`src/rtl/id_ex_pipe.sv`:
```
// ID/EX pipeline register with bubble insertion on flush and, when LOAD_USE_DETECT_EN
// is defined, load-use hazard detection with a saturating bubble counter.
module id_ex_pipe (
    input  logic        clk,
    input  logic        rstn,
    input  logic        id_valid,
    input  logic [31:0] id_pc,
    input  logic [31:0] id_rd1,
    input  logic [31:0] id_rd2,
    input  logic [31:0] id_imm,
    input  logic [4:0]  id_rs1,
    input  logic [4:0]  id_rs2,
    input  logic [4:0]  id_rd,
    input  logic        id_use_rs1,
    input  logic        id_use_rs2,
    input  logic [2:0]  id_funct3,
    input  logic        id_RegWrite,
    input  logic        id_MemWrite,
    input  logic        id_MemRead,
    input  logic        id_ALUSrc,
    input  logic [4:0]  id_ALUOp,
    input  logic [4:0]  id_NPCOp,
    input  logic [1:0]  id_WDSel,
    input  logic        flush,
    input  logic        hold,
    output logic        ex_valid,
    output logic [31:0] ex_pc,
    output logic [31:0] ex_rd1,
    output logic [31:0] ex_rd2,
    output logic [31:0] ex_imm,
    output logic [4:0]  ex_rs1,
    output logic [4:0]  ex_rs2,
    output logic [4:0]  ex_rd,
    output logic        ex_use_rs1,
    output logic        ex_use_rs2,
    output logic [2:0]  ex_funct3,
    output logic        ex_RegWrite,
    output logic        ex_MemWrite,
    output logic        ex_MemRead,
    output logic        ex_ALUSrc,
    output logic [4:0]  ex_ALUOp,
    output logic [4:0]  ex_NPCOp,
    output logic [1:0]  ex_WDSel,
    output logic        load_use_stall,
    output logic [15:0] bubble_cnt
);

    typedef enum logic [1:0] {
        MODE_HOLD   = 2'd0,
        MODE_BUBBLE = 2'd1,
        MODE_LOAD   = 2'd2
    } mode_t;

    mode_t       mode_s;
    logic        hazard_s;

    logic        valid_r,    valid_nxt_s;
    logic [31:0] pc_r,       pc_nxt_s;
    logic [31:0] rd1_r,      rd1_nxt_s;
    logic [31:0] rd2_r,      rd2_nxt_s;
    logic [31:0] imm_r,      imm_nxt_s;
    logic [4:0]  rs1_r,      rs1_nxt_s;
    logic [4:0]  rs2_r,      rs2_nxt_s;
    logic [4:0]  rd_r,       rd_nxt_s;
    logic        use_rs1_r,  use_rs1_nxt_s;
    logic        use_rs2_r,  use_rs2_nxt_s;
    logic [2:0]  funct3_r,   funct3_nxt_s;
    logic        regwrite_r, regwrite_nxt_s;
    logic        memwrite_r, memwrite_nxt_s;
    logic        memread_r,  memread_nxt_s;
    logic        alusrc_r,   alusrc_nxt_s;
    logic [4:0]  aluop_r,    aluop_nxt_s;
    logic [4:0]  npcop_r,    npcop_nxt_s;
    logic [1:0]  wdsel_r,    wdsel_nxt_s;
    logic [15:0] cnt_r,      cnt_nxt_s;

    // Load-use hazard: the load in EX writes a register the ID instruction reads.
    always_comb begin
        hazard_s = 1'b0;
`ifdef LOAD_USE_DETECT_EN
        if (valid_r && memread_r && (rd_r != 5'd0) && id_valid) begin
            hazard_s = (id_use_rs1 && (id_rs1 == rd_r)) ||
                       (id_use_rs2 && (id_rs2 == rd_r));
        end else begin
            hazard_s = 1'b0;
        end
`endif
    end

    // A wrong-path instruction being flushed never needs the front end to stall.
    assign load_use_stall = hazard_s & ~flush;

    // Edge action selection: hold beats flush beats hazard beats a normal load.
    always_comb begin
        mode_s = MODE_LOAD;
        if (hold) begin
            mode_s = MODE_HOLD;
        end else if (flush || hazard_s) begin
            mode_s = MODE_BUBBLE;
        end else begin
            mode_s = MODE_LOAD;
        end
    end

    // Next-state values for every EX register according to the selected action.
    always_comb begin
        valid_nxt_s    = valid_r;
        pc_nxt_s       = pc_r;
        rd1_nxt_s      = rd1_r;
        rd2_nxt_s      = rd2_r;
        imm_nxt_s      = imm_r;
        rs1_nxt_s      = rs1_r;
        rs2_nxt_s      = rs2_r;
        rd_nxt_s       = rd_r;
        use_rs1_nxt_s  = use_rs1_r;
        use_rs2_nxt_s  = use_rs2_r;
        funct3_nxt_s   = funct3_r;
        regwrite_nxt_s = regwrite_r;
        memwrite_nxt_s = memwrite_r;
        memread_nxt_s  = memread_r;
        alusrc_nxt_s   = alusrc_r;
        aluop_nxt_s    = aluop_r;
        npcop_nxt_s    = npcop_r;
        wdsel_nxt_s    = wdsel_r;
        cnt_nxt_s      = cnt_r;
        case (mode_s)
            MODE_HOLD: begin
                cnt_nxt_s = cnt_r;
            end
            MODE_BUBBLE: begin
                // Datapath fields keep their old (reset-defined) contents in a bubble.
                valid_nxt_s    = 1'b0;
                regwrite_nxt_s = 1'b0;
                memwrite_nxt_s = 1'b0;
                memread_nxt_s  = 1'b0;
                npcop_nxt_s    = 5'd0;
                wdsel_nxt_s    = 2'd0;
                cnt_nxt_s      = (cnt_r == 16'hFFFF) ? cnt_r : (cnt_r + 16'd1);
            end
            MODE_LOAD: begin
                valid_nxt_s    = id_valid;
                pc_nxt_s       = id_pc;
                rd1_nxt_s      = id_rd1;
                rd2_nxt_s      = id_rd2;
                imm_nxt_s      = id_imm;
                rs1_nxt_s      = id_rs1;
                rs2_nxt_s      = id_rs2;
                rd_nxt_s       = id_rd;
                use_rs1_nxt_s  = id_use_rs1;
                use_rs2_nxt_s  = id_use_rs2;
                funct3_nxt_s   = id_funct3;
                regwrite_nxt_s = id_RegWrite & id_valid;
                memwrite_nxt_s = id_MemWrite & id_valid;
                memread_nxt_s  = id_MemRead & id_valid;
                alusrc_nxt_s   = id_ALUSrc;
                aluop_nxt_s    = id_ALUOp;
                npcop_nxt_s    = id_valid ? id_NPCOp : 5'd0;
                wdsel_nxt_s    = id_WDSel;
            end
            default: begin
                cnt_nxt_s = cnt_r;
            end
        endcase
    end

    // EX-stage state register, cleared asynchronously.
    always_ff @(posedge clk or negedge rstn) begin
        if (!rstn) begin
            valid_r    <= 1'b0;
            pc_r       <= 32'd0;
            rd1_r      <= 32'd0;
            rd2_r      <= 32'd0;
            imm_r      <= 32'd0;
            rs1_r      <= 5'd0;
            rs2_r      <= 5'd0;
            rd_r       <= 5'd0;
            use_rs1_r  <= 1'b0;
            use_rs2_r  <= 1'b0;
            funct3_r   <= 3'd0;
            regwrite_r <= 1'b0;
            memwrite_r <= 1'b0;
            memread_r  <= 1'b0;
            alusrc_r   <= 1'b0;
            aluop_r    <= 5'd0;
            npcop_r    <= 5'd0;
            wdsel_r    <= 2'd0;
            cnt_r      <= 16'd0;
        end else begin
            valid_r    <= valid_nxt_s;
            pc_r       <= pc_nxt_s;
            rd1_r      <= rd1_nxt_s;
            rd2_r      <= rd2_nxt_s;
            imm_r      <= imm_nxt_s;
            rs1_r      <= rs1_nxt_s;
            rs2_r      <= rs2_nxt_s;
            rd_r       <= rd_nxt_s;
            use_rs1_r  <= use_rs1_nxt_s;
            use_rs2_r  <= use_rs2_nxt_s;
            funct3_r   <= funct3_nxt_s;
            regwrite_r <= regwrite_nxt_s;
            memwrite_r <= memwrite_nxt_s;
            memread_r  <= memread_nxt_s;
            alusrc_r   <= alusrc_nxt_s;
            aluop_r    <= aluop_nxt_s;
            npcop_r    <= npcop_nxt_s;
            wdsel_r    <= wdsel_nxt_s;
            cnt_r      <= cnt_nxt_s;
        end
    end

    assign ex_valid    = valid_r;
    assign ex_pc       = pc_r;
    assign ex_rd1      = rd1_r;
    assign ex_rd2      = rd2_r;
    assign ex_imm      = imm_r;
    assign ex_rs1      = rs1_r;
    assign ex_rs2      = rs2_r;
    assign ex_rd       = rd_r;
    assign ex_use_rs1  = use_rs1_r;
    assign ex_use_rs2  = use_rs2_r;
    assign ex_funct3   = funct3_r;
    assign ex_RegWrite = regwrite_r;
    assign ex_MemWrite = memwrite_r;
    assign ex_MemRead  = memread_r;
    assign ex_ALUSrc   = alusrc_r;
    assign ex_ALUOp    = aluop_r;
    assign ex_NPCOp    = npcop_r;
    assign ex_WDSel    = wdsel_r;
    assign bubble_cnt  = cnt_r;

endmodule

```
`config.mk`:
```
export PLATFORM = sky130hd
export DESIGN_NAME = id_ex_pipe
export DESIGN_NICKNAME = d
export VERILOG_FILES = /design/src/rtl/id_ex_pipe.sv
export SDC_FILE = /design/constraint.sdc
export NUM_CORES = 1
export LEC_CHECK = 0
export ABC_AREA = 0
export ABC_CLOCK_PERIOD_IN_PS = 2100
export CAP_MARGIN = 10
export CORE_ASPECT_RATIO = 0.8
export CORE_MARGIN = 10
export CORE_UTILIZATION = 41
export CTS_BUF_LIST = sky130_fd_sc_hd__clkbuf_8
export DETAILED_ROUTE_END_ITERATION = 6
export HOLD_SLACK_MARGIN = 0.05
export PLACE_DENSITY = 0.91
export RECOVER_POWER = 100
export REMOVE_ABC_BUFFERS = 1
export SETUP_SLACK_MARGIN = 0.5
export SLEW_MARGIN = 15
export SYNTH_ARGS = -nofsm -noshare
export SYNTH_HDL_FRONTEND = slang
export SYNTH_SLANG_ARGS = --single-unit
```
`constraint.sdc`:
```
create_clock -name clk -period 2.1 [get_ports clk]
set_input_delay 0.42 -clock clk [delete_from_list [all_inputs] [get_ports clk]]
set_output_delay 0.42 -clock clk [all_outputs]
set_load 0.005 [all_outputs]
```
==> impl_metrics.tcl, run 1 <==
set metrics [dict create \
    status "complete, no violations" \
    reg2reg_depth 5 \
    drt_wl_total_um 24400 \
    synth_area_per_cell_um2 16.07 \
    slew_headroom_pct 58.68 \
    antenna_left 0 \
    min_period_over_period_pct 92.13 \
    setup_viol 0 \
    antenna_found_initial 0 \
    rr_endpoint "bubble_cnt[7]" \
    antenna_cells 0 \
    layout_min_cycle_time_ns 1.935 \
    drt-initial-drc-count 246 \
    cts_buffers 17 \
    syn_to_final_growth_pct 70.56 \
    core_um2 16500 \
    port_buffers 349 \
    power_w 0.009081 \
    cellPowerDensity_nw_per_um2 772.2 \
    track_usage_pct 19.52 \
    arrival_ns 2.28 \
    ys_top_cells_by_count "dfrtp_1 (181), mux2_2 (158), buf_2 (14)" \
    synth_top_area_share_pct 65.70 \
    hpwl_um 17420 \
    drt_pre_antenna_iters 4 \
    tritoncts "built" \
    gp_congestion 0.8182 \
    p_leak_nw 5.152 \
    nNetsFinal 1047 \
    hold_ws_ns 0.4392 \
    clockBufferDepth 2 \
    drcViolationCount 0 \
    worst-path-max-fanout 17 \
    insertion_delay_ns 0.46 \
    syn_area_um2 6894 \
    synth_warnings 0 \
    cts.clk_slew.worst_paths_ns 0.11 \
    rsz0062_at_grt "true" \
    start_kind "input port" \
    finalHoldViolCount 0 \
    io_pins 351 \
    yosysSeqAreaShare_pct 65.70 \
    max_freq_ghz 0.5169 \
    yosysMostFrequentCell "dfrtp_1" \
    initial_core_util_pct 41.78 \
    synth_edf_count 0 \
    rows 42 \
    die_area_um2 22430 \
    synth_ff_type "dfrtp_1" \
    end_kind "register" \
    final_layout_size_suffix_gt1_share_pct 34.16 \
    die_x_um 165.0 \
    cts-root-buf "clkbuf_8" \
    wire_per_inst_um 21.98 \
    grt_pass1_vias 5899 \
    fin_area_um2 11760 \
    gr-total-overflow 0 \
    worstSetupPathType "in -> reg" \
    worst_pin_slew_ns 0.6199 \
    cts_num_sinks 181 \
    synthArstFlopShare_pct 100.0 \
    syn_inst 429 \
    synth_top_cell_by_area "dfrtp_1" \
    synth_cell_types 32 \
    fin_setup_tns_ns 0 \
    synth_area_leaders "dfrtp_1 (66%), mux2_2 (26%), a22o_1 (1.3%)" \
    via_per_inst 4.919 \
    placed_area_um2 10910 \
    reg2reg_from "bubble_cnt[10]" \
    required_ns 2.44 \
    ys_ff_latch 181 \
    drv_slew 0 \
    dr_total_vias 5460 \
    grt_max_degree 46 \
    ir_drop_mv 0.5461 \
    htree_levels 4 \
    worst_clock_skew_ns 0.01724 \
    die_h_um 136.0 \
    maxCapViolations 0 \
    grt_pass1_wl_um 34040 \
    rrSetupSlack_ns 0.20 \
    hold_class "in -> async" \
]
cells by family (layout without fill, tap and decap cells):
| kind of cell | Yosys count | after routing | synth area share, % |
|---|---|---|---|
| flip-flops | 181 | 181 | 65.70 |
| XOR/XNOR | 10 | 10 | 1.271 |
| AND/OR/NAND/NOR | 37 | 37 | 3.358 |
| other | 1 | 1 | 0.05439 |
| buffers and inverters | 24 | 485 | 1.724 |
| AO/OA/AOI/OAI | 17 | 17 | 1.906 |
| adder cells (fa/ha/maj) | 1 | 1 | 0.1815 |
| multiplexers | 158 | 158 | 25.81 |
stage by stage:
step                      util, %  cells  worst slack, ns
final                       71.26   1110           0.1652
after global routing        71.26   1110           0.1531
after CTS                   69.49   1076           0.2895
after detailed placement    66.11   1003          0.03013
after global placement      66.11   1003          0.08134
after floorplan                 -    408           -5.745
power breakdown:
| part | switching (W) | leakage, nW | internal [W] |
|---|---|---|---|
| combinational | 0.000943 | 2.80 | 0.00155 |
| sequential | 0.000285 | 2.15 | 0.00400 |
| clock | 0.00139 | 0.199 | 0.000912 |
cell type report:
cell class / count / area [µm²]
Clock buffer: 18 / 247.7
Clock inverter: 14 / 130.1
Inverter: 3 / 11.26
Fill cell: 1095 / 4742
Tap cell: 220 / 275.3
Sequential cell: 181 / 4539
Timing Repair Buffer: 450 / 4244
Multi-Input combinational cell: 224 / 2311
sequential cells by signal, indices dropped and copies added (netlist names):
name,flops
ex_pc,32
ex_ALUOp,5
ex_WDSel,2
ex_rs2,5
ex_rd1,32
ex_use_rs2,1
ex_ALUSrc,1
ex_funct3,3
ex_rs1,5
ex_valid,1
ex_RegWrite,1
ex_imm,32
ex_rd,5
ex_use_rs1,1
ex_rd2,32
ex_NPCOp,5
ex_MemRead,1
ex_MemWrite,1
bubble_cnt,16
layout by cell type (no fill, tap or decap), types with 6 or more instances in the layout:
| cell type | instances |
|---|---|
| clkbuf_8 | 18 |
| clkbuf_1 | 12 |
| buf_6 | 10 |
| dfrtp_1 | 173 |
| mux2_2 | 157 |
| nand3_1 | 7 |
| a22o_1 | 10 |
| buf_4 | 69 |
| dlygate4sd2_1 | 92 |
| clkdlybuf4s25_1 | 82 |
| inv_8 | 6 |
| buf_12 | 11 |
| dfrtp_2 | 8 |
| clkdlybuf4s50_1 | 166 |
repair_timing:
item | 4_1_cts | 5_1_grt
setup buffers | 40 | 34
endpoints found under the hold margin | 39 | 0
gates resized for setup | 223 | 95
endpoints found under the setup margin | 192 | 108
pin swaps | 10 | 7
hold buffers | 1 | 0
worst max-delay path: stages:
cell and delay [ns]:
dlygate4sd3_1 0.60, nor2_1 0.39, buf_12 0.24, clkbuf_1 0.24
mux2_2 0.37
routing by layer:
metal,up-vias,global-route usage (%),wire [µm]
met2,257,33.99,12700
met5,-,0,0
met3,36,8.583,2570
li1,2418,-,-
met4,0,5.206,506
met1,2749,21.23,8624
worst max path at each step:
stage | to | cells past startpoint | from | slack [ns]
after floorplan | ex_ALUOp[0] | 2 | flush | -5.75
after CTS | bubble_cnt[3] | 1 | bubble_cnt[3] | 0.29
final | ex_rd2[19] | 5 | hold | 0.17
after global routing | bubble_cnt[7] | 5 | bubble_cnt[10] | 0.15
after detailed placement | bubble_cnt[14] | 5 | hold | 0.03
after global placement | bubble_cnt[14] | 5 | hold | 0.08
Power figures use the tool's default switching activity.
==> run 2: changes to the inputs <==
--- a/config.mk
+++ b/config.mk
@@ -12,6 +12,7 @@
 export CORE_MARGIN = 10
 export CORE_UTILIZATION = 41
 export CTS_BUF_LIST = sky130_fd_sc_hd__clkbuf_8
+export CTS_CLUSTER_DIAMETER = 50
 export DETAILED_ROUTE_END_ITERATION = 6
 export HOLD_SLACK_MARGIN = 0.05
 export PLACE_DENSITY = 0.91
==> results of run 2 <==
The final DEF is identical to that of run 1; final timing and power are the same.
